### src/rtl/dm_axi_master.sv
// dm_axi_master: AXI4 master bridge turning one core request into an AR/R or AW/W/B transaction
module dm_axi_master #(
    parameter logic [3:0] MASTER_ID = 4'd1
) (
    input  logic        clk,
    input  logic        rst,
    input  logic        req_valid,
    output logic        req_ready,
    input  logic        req_write,
    input  logic [31:0] req_addr,
    input  logic [3:0]  req_len,
    input  logic        wd_valid,
    output logic        wd_ready,
    input  logic [31:0] wd_data,
    input  logic [3:0]  wd_strb,
    output logic        rd_valid,
    input  logic        rd_ready,
    output logic [31:0] rd_data,
    output logic        rd_last,
    output logic        done,
    output logic        err,
    output logic [3:0]  ARID_M,
    output logic [31:0] ARADDR_M,
    output logic [3:0]  ARLEN_M,
    output logic [2:0]  ARSIZE_M,
    output logic [1:0]  ARBURST_M,
    output logic        ARVALID_M,
    input  logic        ARREADY_M,
    input  logic [3:0]  RID_M,
    input  logic [31:0] RDATA_M,
    input  logic [1:0]  RRESP_M,
    input  logic        RLAST_M,
    input  logic        RVALID_M,
    output logic        RREADY_M,
    output logic [3:0]  AWID_M,
    output logic [31:0] AWADDR_M,
    output logic [3:0]  AWLEN_M,
    output logic [2:0]  AWSIZE_M,
    output logic [1:0]  AWBURST_M,
    output logic        AWVALID_M,
    input  logic        AWREADY_M,
    output logic [31:0] WDATA_M,
    output logic [3:0]  WSTRB_M,
    output logic        WLAST_M,
    output logic        WVALID_M,
    input  logic        WREADY_M,
    input  logic [3:0]  BID_M,
    input  logic [1:0]  BRESP_M,
    input  logic        BVALID_M,
    output logic        BREADY_M
);
    typedef enum logic [2:0] {IDLE, AR, R, AW, W, B} state_t;
    state_t state, nxt;
    logic [31:0] addr_q;
    logic [3:0]  len_q, cnt;
    logic        err_q, done_q;
    logic        last_cnt, r_beat, r_end, r_bad, w_beat, w_end, b_hs, b_bad;

    assign last_cnt = cnt == len_q;
    assign r_beat   = state == R && RVALID_M && rd_ready;
    assign r_end    = r_beat && (RLAST_M || last_cnt);
    assign r_bad    = RRESP_M != 2'b00 || RID_M != MASTER_ID || RLAST_M != last_cnt;
    assign w_beat   = state == W && wd_valid && WREADY_M;
    assign w_end    = w_beat && last_cnt;
    assign b_hs     = state == B && BVALID_M;
    assign b_bad    = BRESP_M != 2'b00 || BID_M != MASTER_ID;

    assign req_ready = state == IDLE;
    assign ARVALID_M = state == AR;
    assign ARID_M    = ARVALID_M ? MASTER_ID : 4'd0;
    assign ARADDR_M  = addr_q;
    assign ARLEN_M   = len_q;
    assign ARSIZE_M  = ARVALID_M ? 3'b010 : 3'b000;
    assign ARBURST_M = ARVALID_M ? 2'b01 : 2'b00;
    assign AWVALID_M = state == AW;
    assign AWID_M    = AWVALID_M ? MASTER_ID : 4'd0;
    assign AWADDR_M  = addr_q;
    assign AWLEN_M   = len_q;
    assign AWSIZE_M  = AWVALID_M ? 3'b010 : 3'b000;
    assign AWBURST_M = AWVALID_M ? 2'b01 : 2'b00;
    assign RREADY_M  = state == R && rd_ready;
    assign rd_valid  = state == R && RVALID_M;
    assign rd_data   = state == R ? RDATA_M : 32'd0;
    assign rd_last   = state == R && RLAST_M;
    assign WVALID_M  = state == W && wd_valid;
    assign wd_ready  = state == W && WREADY_M;
    assign WDATA_M   = state == W ? wd_data : 32'd0;
    assign WSTRB_M   = state == W ? wd_strb : 4'd0;
    assign WLAST_M   = state == W && last_cnt;
    assign BREADY_M  = state == B;
    assign done      = done_q;
    assign err       = done_q && err_q;

    // next-state selection; an early RLAST or a full-length read ends the burst
    always_comb begin
        nxt = state;
        case (state)
            IDLE:    nxt = req_valid ? (req_write ? AW : AR) : IDLE;
            AR:      nxt = ARREADY_M ? R : AR;
            R:       nxt = r_end ? IDLE : R;
            AW:      nxt = AWREADY_M ? W : AW;
            W:       nxt = w_end ? B : W;
            B:       nxt = BVALID_M ? IDLE : B;
            default: nxt = IDLE;
        endcase
    end

    // state register
    always_ff @(posedge clk or posedge rst) begin
        if (rst) state <= IDLE;
        else     state <= nxt;
    end

    // request capture, beat counter, sticky error and completion pulse
    always_ff @(posedge clk or posedge rst) begin
        if (rst) begin
            addr_q <= 32'd0;
            len_q  <= 4'd0;
            cnt    <= 4'd0;
            err_q  <= 1'b0;
            done_q <= 1'b0;
        end else begin
            done_q <= r_end || b_hs;
            if (state == IDLE && req_valid) begin
                addr_q <= req_addr;
                len_q  <= req_len;
                err_q  <= 1'b0;
            end
            if ((state == AR && ARREADY_M) || (state == AW && AWREADY_M)) cnt <= 4'd0;
            else if ((r_beat && !r_end) || (w_beat && !w_end)) cnt <= cnt + 4'd1;
            if ((r_beat && r_bad) || (b_hs && b_bad)) err_q <= 1'b1;
        end
    end
endmodule
### config.mk
export PLATFORM = sky130hd
export DESIGN_NAME = dm_axi_master
export DESIGN_NICKNAME = d
export VERILOG_FILES = /design/src/rtl/dm_axi_master.sv
export SDC_FILE = /design/constraint.sdc
export NUM_CORES = 1
export LEC_CHECK = 0
export CAP_MARGIN = 20
export CORE_AREA = 2 2 116 118
export CTS_BUF_LIST = sky130_fd_sc_hd__clkbuf_16
export CTS_CLUSTER_SIZE = 28
export DETAILED_ROUTE_END_ITERATION = 6
export DIE_AREA = 0 0 118 120
export PLACE_DENSITY = 0.62
export SETUP_SLACK_MARGIN = 0.02
export SYNTH_ARGS = -nofsm -noshare
export SYNTH_HDL_FRONTEND = slang
export SYNTH_SLANG_ARGS = --single-unit
export TNS_END_PERCENT = 10
### constraint.sdc
create_clock -name clk -period 2.4 [get_ports clk]
set_input_delay 0.72 -clock clk [delete_from_list [all_inputs] [get_ports clk]]
set_output_delay 0.72 -clock clk [all_outputs]
set_load 0.005 [all_outputs]
==> flow_summary.ini, run 1 <==
[timing]
slew-limit-headroom_pct = 64.96
fin_crit_sh_pct = 104.7
drv_slew = 0
setup_viol_count_final = 32
grt_setup_unrepaired = true
layout_min_cycle_time_ns = 2.512
final_hold_viol_count = 0
fmax_ghz = 0.3981
fin_worst_skew_ns = 0.002780
tns_ns = -2.252
tightest_slew_ns = 0.5256
setup_ws_ns = -0.1119

[pwr]
p_leak_nw = 2.961
p_per_area_mw_per_mm2 = 1003
peakVddDrop_v = 0.0003195

[flow_run]
drv_cap = 0

[drt]
drt_iter0_drc = 56
dr.pass1.iters = 4
drc_errors = 0
num_vias = 3017
wirelength_mm = 11.76
vias_per_cell = 4.088
antenna_left = 0
wl_per_cell_um = 15.93

[final_layout]
syn2layout_area_growth_pct = 108.4
drive_gt1_share_pct = 21.65
layoutNonFillerInstCount = 738
final_nets = 688

[synth]
synthCells = 287
yosys_warnings = 0
synthDistinctLibCells = 33
seq_area_frac_synth_pct = 38.94
synth_area_mm2 = 0.002892
synth_area_per_cell_um2 = 10.07
ys_ff_latch = 45

[die]
fp.dieW_um = 118
die_y_um = 120
dieArea_mm2 = 0.01416
start_util_pct = 22.28
ios = 298
fp-row-count = 42
coreArea_mm2 = 0.01298

[critical_path]
cp.arrival_ns = 1.79
crit_path_end_kind = primary output
critPathLaunchType = flop
critPathKind = reg -> out
cp_max_fo = 20
required_ns = 1.68

[clocking]
cts_sinks = 45
clkSlewWorstSetupHoldPaths_ns = 0.06
cts-buffers-inserted = 5
clockRootBuffer = clkbuf_16
ctsHoldBuffers = 0
cts_buffer_depth = 2
cts-htree-levels = 2
cts_tree = built
insertion_delay_ns = 0.29

[global_route]
gr-usage-all-layers_pct = 15.54
antenna_found_initial = 3
grt_max_degree = 46
grt_pass1_vias = 3014
grt-ovfl-total = 0
grt_pass1_wl_mm = 17.21

[min_path]
min_path_type = reg -> reg

[place]
dp_slack_ns = -0.2624
port_buffers = 285
hpwl_mm = 9.250
placed_cells = 711
globalplace.congestion = 0.8049

[run_status]
status = complete, but fails checks
violations = negative setup slack
==> registers in the layout, summed over array words and instances (netlist names) <==
| register | flops |
|---|---|
| ARLEN_M | 4 |
| state | 3 |
| ARADDR_M | 32 |
| done | 1 |
| cnt | 4 |
| err_q | 1 |
==> Yosys cell counts <==
library cell | instances | area [um2]
and2_1 | 76 | 475.5
buf_4 | 57 | 427.9
dfrtp_1 | 45 | 1126
mux2_2 | 32 | 360.4
nand2_1 | 9 | 33.78
clkbuf_1 | 6 | 22.52
inv_1 | 6 | 22.52
and3_1 | 5 | 31.28
buf_2 | 5 | 25.02
mux2_1 | 4 | 45.04
mux2i_1 | 4 | 40.04
nand2b_1 | 4 | 25.02
xnor2_1 | 4 | 35.03
a31oi_1 | 3 | 18.77
o21ai_0 | 3 | 15.01
ha_1 | 2 | 25.02
nand3_1 | 2 | 10.01
nor2b_1 | 2 | 12.51
nor3_1 | 2 | 10.01
nor3b_2 | 2 | 25.02
o221ai_1 | 2 | 17.52
a21oi_1 | 1 | 5.000
a22oi_1 | 1 | 7.510
a32oi_1 | 1 | 8.760
and3b_1 | 1 | 8.760
conb_1 | 1 | 3.750
nand4_1 | 1 | 6.260
nor2_1 | 1 | 3.750
nor4_1 | 1 | 6.260
o2111ai_1 | 1 | 8.760
o311ai_0 | 1 | 8.760
or4b_1 | 1 | 10.01
or4b_2 | 1 | 10.01
==> metal layers <==
layer / up-vias / routed length, um / GRT usage, %
li1: 1420 / - / -
met1: 1406 / 4345 / 16.98
met2: 181 / 6208 / 28.02
met3: 10 / 962 / 4.515
met4: 0 / 239 / 6.627
met5: - / 0 / 0
==> cell families (layout without fill, tap and decap cells) <==
group,Yosys count,in the layout,share of synthesized area (%)
other cells,1,15,0.1297
flops,45,45,38.94
xor+xnor,4,4,1.211
simple gates,108,108,23.11
mux,40,40,15.40
buf+inv,74,335,17.22
compound gates,13,13,3.116
fa+ha+maj,2,2,0.8653
==> worst paths after layout <==
check / end / slack, ns / cells past startpoint / startpoint
setup / recovery: wd_ready / -0.11 / 5 / state[0]
hold / removal: ARADDR_M[0] / 0.51 / 1 / ARADDR_M[0]
setup reg to reg: err_q / 0.21 / 7 / cnt[1]
hold reg to reg: ARADDR_M[0] / 0.51 / 1 / ARADDR_M[0]
max in group asynchronous: state[2] / 1.37 / 3 / rst
min in group asynchronous: ARADDR_M[28] / 0.80 / 3 / rst
==> cell type report <==
| type | instances | area (um2) |
|---|---|---|
| diodes | 3 | 7.507 |
| well taps | 176 | 220.2 |
| inverters | 6 | 22.52 |
| clock buffers | 5 | 125.1 |
| multi-input cells | 179 | 1358 |
| clock inverters | 3 | 68.82 |
| flip-flops and latches | 45 | 1129 |
| fillers | 1281 | 6954 |
| repair buffers | 321 | 3095 |
==> worst max-delay path: stages, from the launching register on <==
cell           delay (ns)
dfrtp_2              0.45
nor3b_4              0.30
buf_4                0.19
clkbuf_16            0.16
and2_1               0.12
dlygate4sd2_1        0.27
==> stage by stage <==
step	hold slack (ns)	util [%]	area [um2]	total power [mW]
floorplan	0.4801	-	2933	3.036
detailed placement	0.5021	44.19	5736	5.105
CTS	0.5176	45.74	5937	6.033
global placement	0.4962	44.19	5736	5.049
global route	0.5402	46.42	6026	6.450
finish	0.5140	46.42	6026	6.046
==> layout by cell type, fill, tap and decap left out, types with 3 or more instances in the layout <==
cell	instances
mux2_2	32
mux2i_1	4
buf_4	23
and2_1	72
clkbuf_2	14
conb_1	12
dfrtp_1	43
a31oi_1	3
and2_4	4
buf_12	3
xnor2_1	4
diode_2	3
nand2_1	9
o21ai_0	3
buf_6	8
inv_1	5
mux2_1	4
nand2b_1	4
dlymetal6s2s_1	12
buf_2	14
clkdlybuf4s50_1	200
dlygate4sd2_1	42
and3_1	5
clkbuf_16	8
==> repair_timing <==
item / 4_1_cts / 5_1_grt
setup buffers: 5 / 6
gates cloned: 2 / 3
setup endpoints to repair: 84 / 52
pin swaps: 2 / 4
resized for setup: 87 / 95
==> power by group <==
group          internal, mW  switching [mW]  total (mW)  leakage, nW
clock                 0.600           0.298       0.898       0.0944
sequential             1.13           0.291        1.42        0.540
combinational          2.51            1.22        3.73         2.33
Note: power is estimated with default switching activity, not from simulation.
==> run 2: changes to the inputs <==
REMOVE_ABC_BUFFERS = 1   (was default)
==> flow_summary.ini, run 2 (same netlist as run 1, synthesis figures left out) <==
[run_status]
status = complete, no violations

[final_layout]
register_area_mm2 = 0.001129
final_common_cell = clkdlybuf4s50_1
largest_register_ffs = 32
drive_gt1_share_pct = 24.73
final_nets = 683
nFillCells = 1304
syn2layout_area_growth_pct = 99.78
mostFrequentLayoutCells = clkdlybuf4s50_1, and2_1, clkbuf_2
multi_input_area_mm2 = 0.001351

[critical_path]
crit_chain = nor3b_4, buf_6, buf_4, and2_1, dlygate4sd2_1
cp.arrival_ns = 1.63
critPathKind = reg -> out
required_ns = 1.68
crit_path_end_kind = primary output
r2r_slack_ns = 0.21
path_delay_family = buffers and inverters
critPathLaunchType = flop
cp_slowest_cell = dfrtp_2
path_buf_inv = 3
cp_max_fo = 9
slowest_delay_ns = 0.44

[pwr]
peakVddDrop_v = 0.0006320
swShare_pct = 31.47
p_leak_nw = 2.795
pwr-share-seq_pct = 25.3
power.internal_mw = 3.978
p_sw_mw = 1.827
p_per_area_mw_per_mm2 = 1005
clockPowerShare_pct = 13.2
p_comb_share_pct = 61.5

[die]
coreArea_mm2 = 0.01298
dieArea_mm2 = 0.01416
fp-row-count = 42
die_y_um = 120
ios = 298
fp.dieW_um = 118
start_util_pct = 22.28

[drt]
vias_per_cell = 4.135
wl_per_cell_um = 16.22
drt_iter0_drc = 52
dr.pass1.iters = 4
wirelength_mm = 11.86
num_vias = 3023
drc_errors = 0
antenna_left = 0

[timing]
fin_worst_skew_ns = 0.003777
drv_slew = 0
fin_crit_sh_pct = 97.86
fmax_ghz = 0.4258
grt_setup_unrepaired = true
tns_ns = 0
setup_viol_count_final = 0
setup_ws_ns = 0.05129
final_hold_viol_count = 0
layout_min_cycle_time_ns = 2.349

[global_route]
antenna_found_initial = 1
grt_pass1_vias = 3152
grt_pass1_wl_mm = 17.48
gr-usage-all-layers_pct = 15.89
grt-ovfl-total = 0
grt_max_degree = 46

[flow_run]
drv_cap = 0

[place]
globalplace.congestion = 0.8546
hpwl_mm = 9.483
dp_slack_ns = -0.2711
port_buffers = 285

[min_path]
min_path_type = reg -> reg

[clocking]
cts_sinks = 45
cts_buffer_depth = 2
clkSlewWorstSetupHoldPaths_ns = 0.06
cts-buffers-inserted = 5
clockRootBuffer = clkbuf_16
cts-htree-levels = 2
cts_tree = built
ctsHoldBuffers = 0
insertion_delay_ns = 0.28
[run 2: stage by stage]
stage	instance area [um2]	utilization, %	cells	power, mW	hold slack, ns
floorplan	2457	-	230	2.498	0.4801
global placement	5705	43.96	707	5.072	0.5003
detailed placement	5705	43.96	707	5.093	0.5143
CTS	5847	45.05	720	5.864	0.5339
global route	5774	44.49	730	6.203	0.5603
finish	5777	44.51	731	5.805	0.5128
[run 2: cell type report]
type	instances	area share, %
inverter	6	0.3899
clock inverter	3	0.6498
clock buffer	5	2.166
sequential	45	19.54
antenna	1	0.04332
tap	176	3.812
timing repair buffer	316	50.01
multi-input combinational	179	23.39
[run 2: metal layers]
metal	routed length [um]	GRT usage, %	vias up
li1	-	-	1405
met1	4585	17.62	1406
met3	1148	5.989	19
met4	331	4.292	2
met5	12	0	-
met2	5776	28.49	191
[run 2: power by group through the flow]
| stage | combinational, mW | clock, mW | sequential [mW] |
|---|---|---|---|
| finish | 3.57 | 0.767 | 1.47 |
| global route | 3.84 | 0.823 | 1.54 |
| CTS | 3.59 | 0.795 | 1.48 |
| detailed placement | 3.62 | 0 | 1.48 |
| global placement | 3.61 | 0 | 1.47 |
| floorplan | 0.995 | 0 | 1.50 |
[run 2: path summary, 6_finish.rpt]
path | startpoint | end | depth (start not counted)
max in group asynchronous | rst | state[0] | 3
hold / removal | cnt[0] | cnt[0] | 1
setup reg to reg | cnt[0] | err_q | 7
hold reg to reg | cnt[0] | cnt[0] | 1
setup / recovery | state[0] | WDATA_M[29] | 5
min in group asynchronous | rst | ARADDR_M[29] | 3
[run 2: what timing repair did]
action | 4_1_cts | 5_1_grt
gates resized for setup | 92 | 126
buffers inserted | 4 | 8
gates cloned | 1 | 2
pin swaps | 1 | 1
endpoints found under the setup margin | 83 | 41
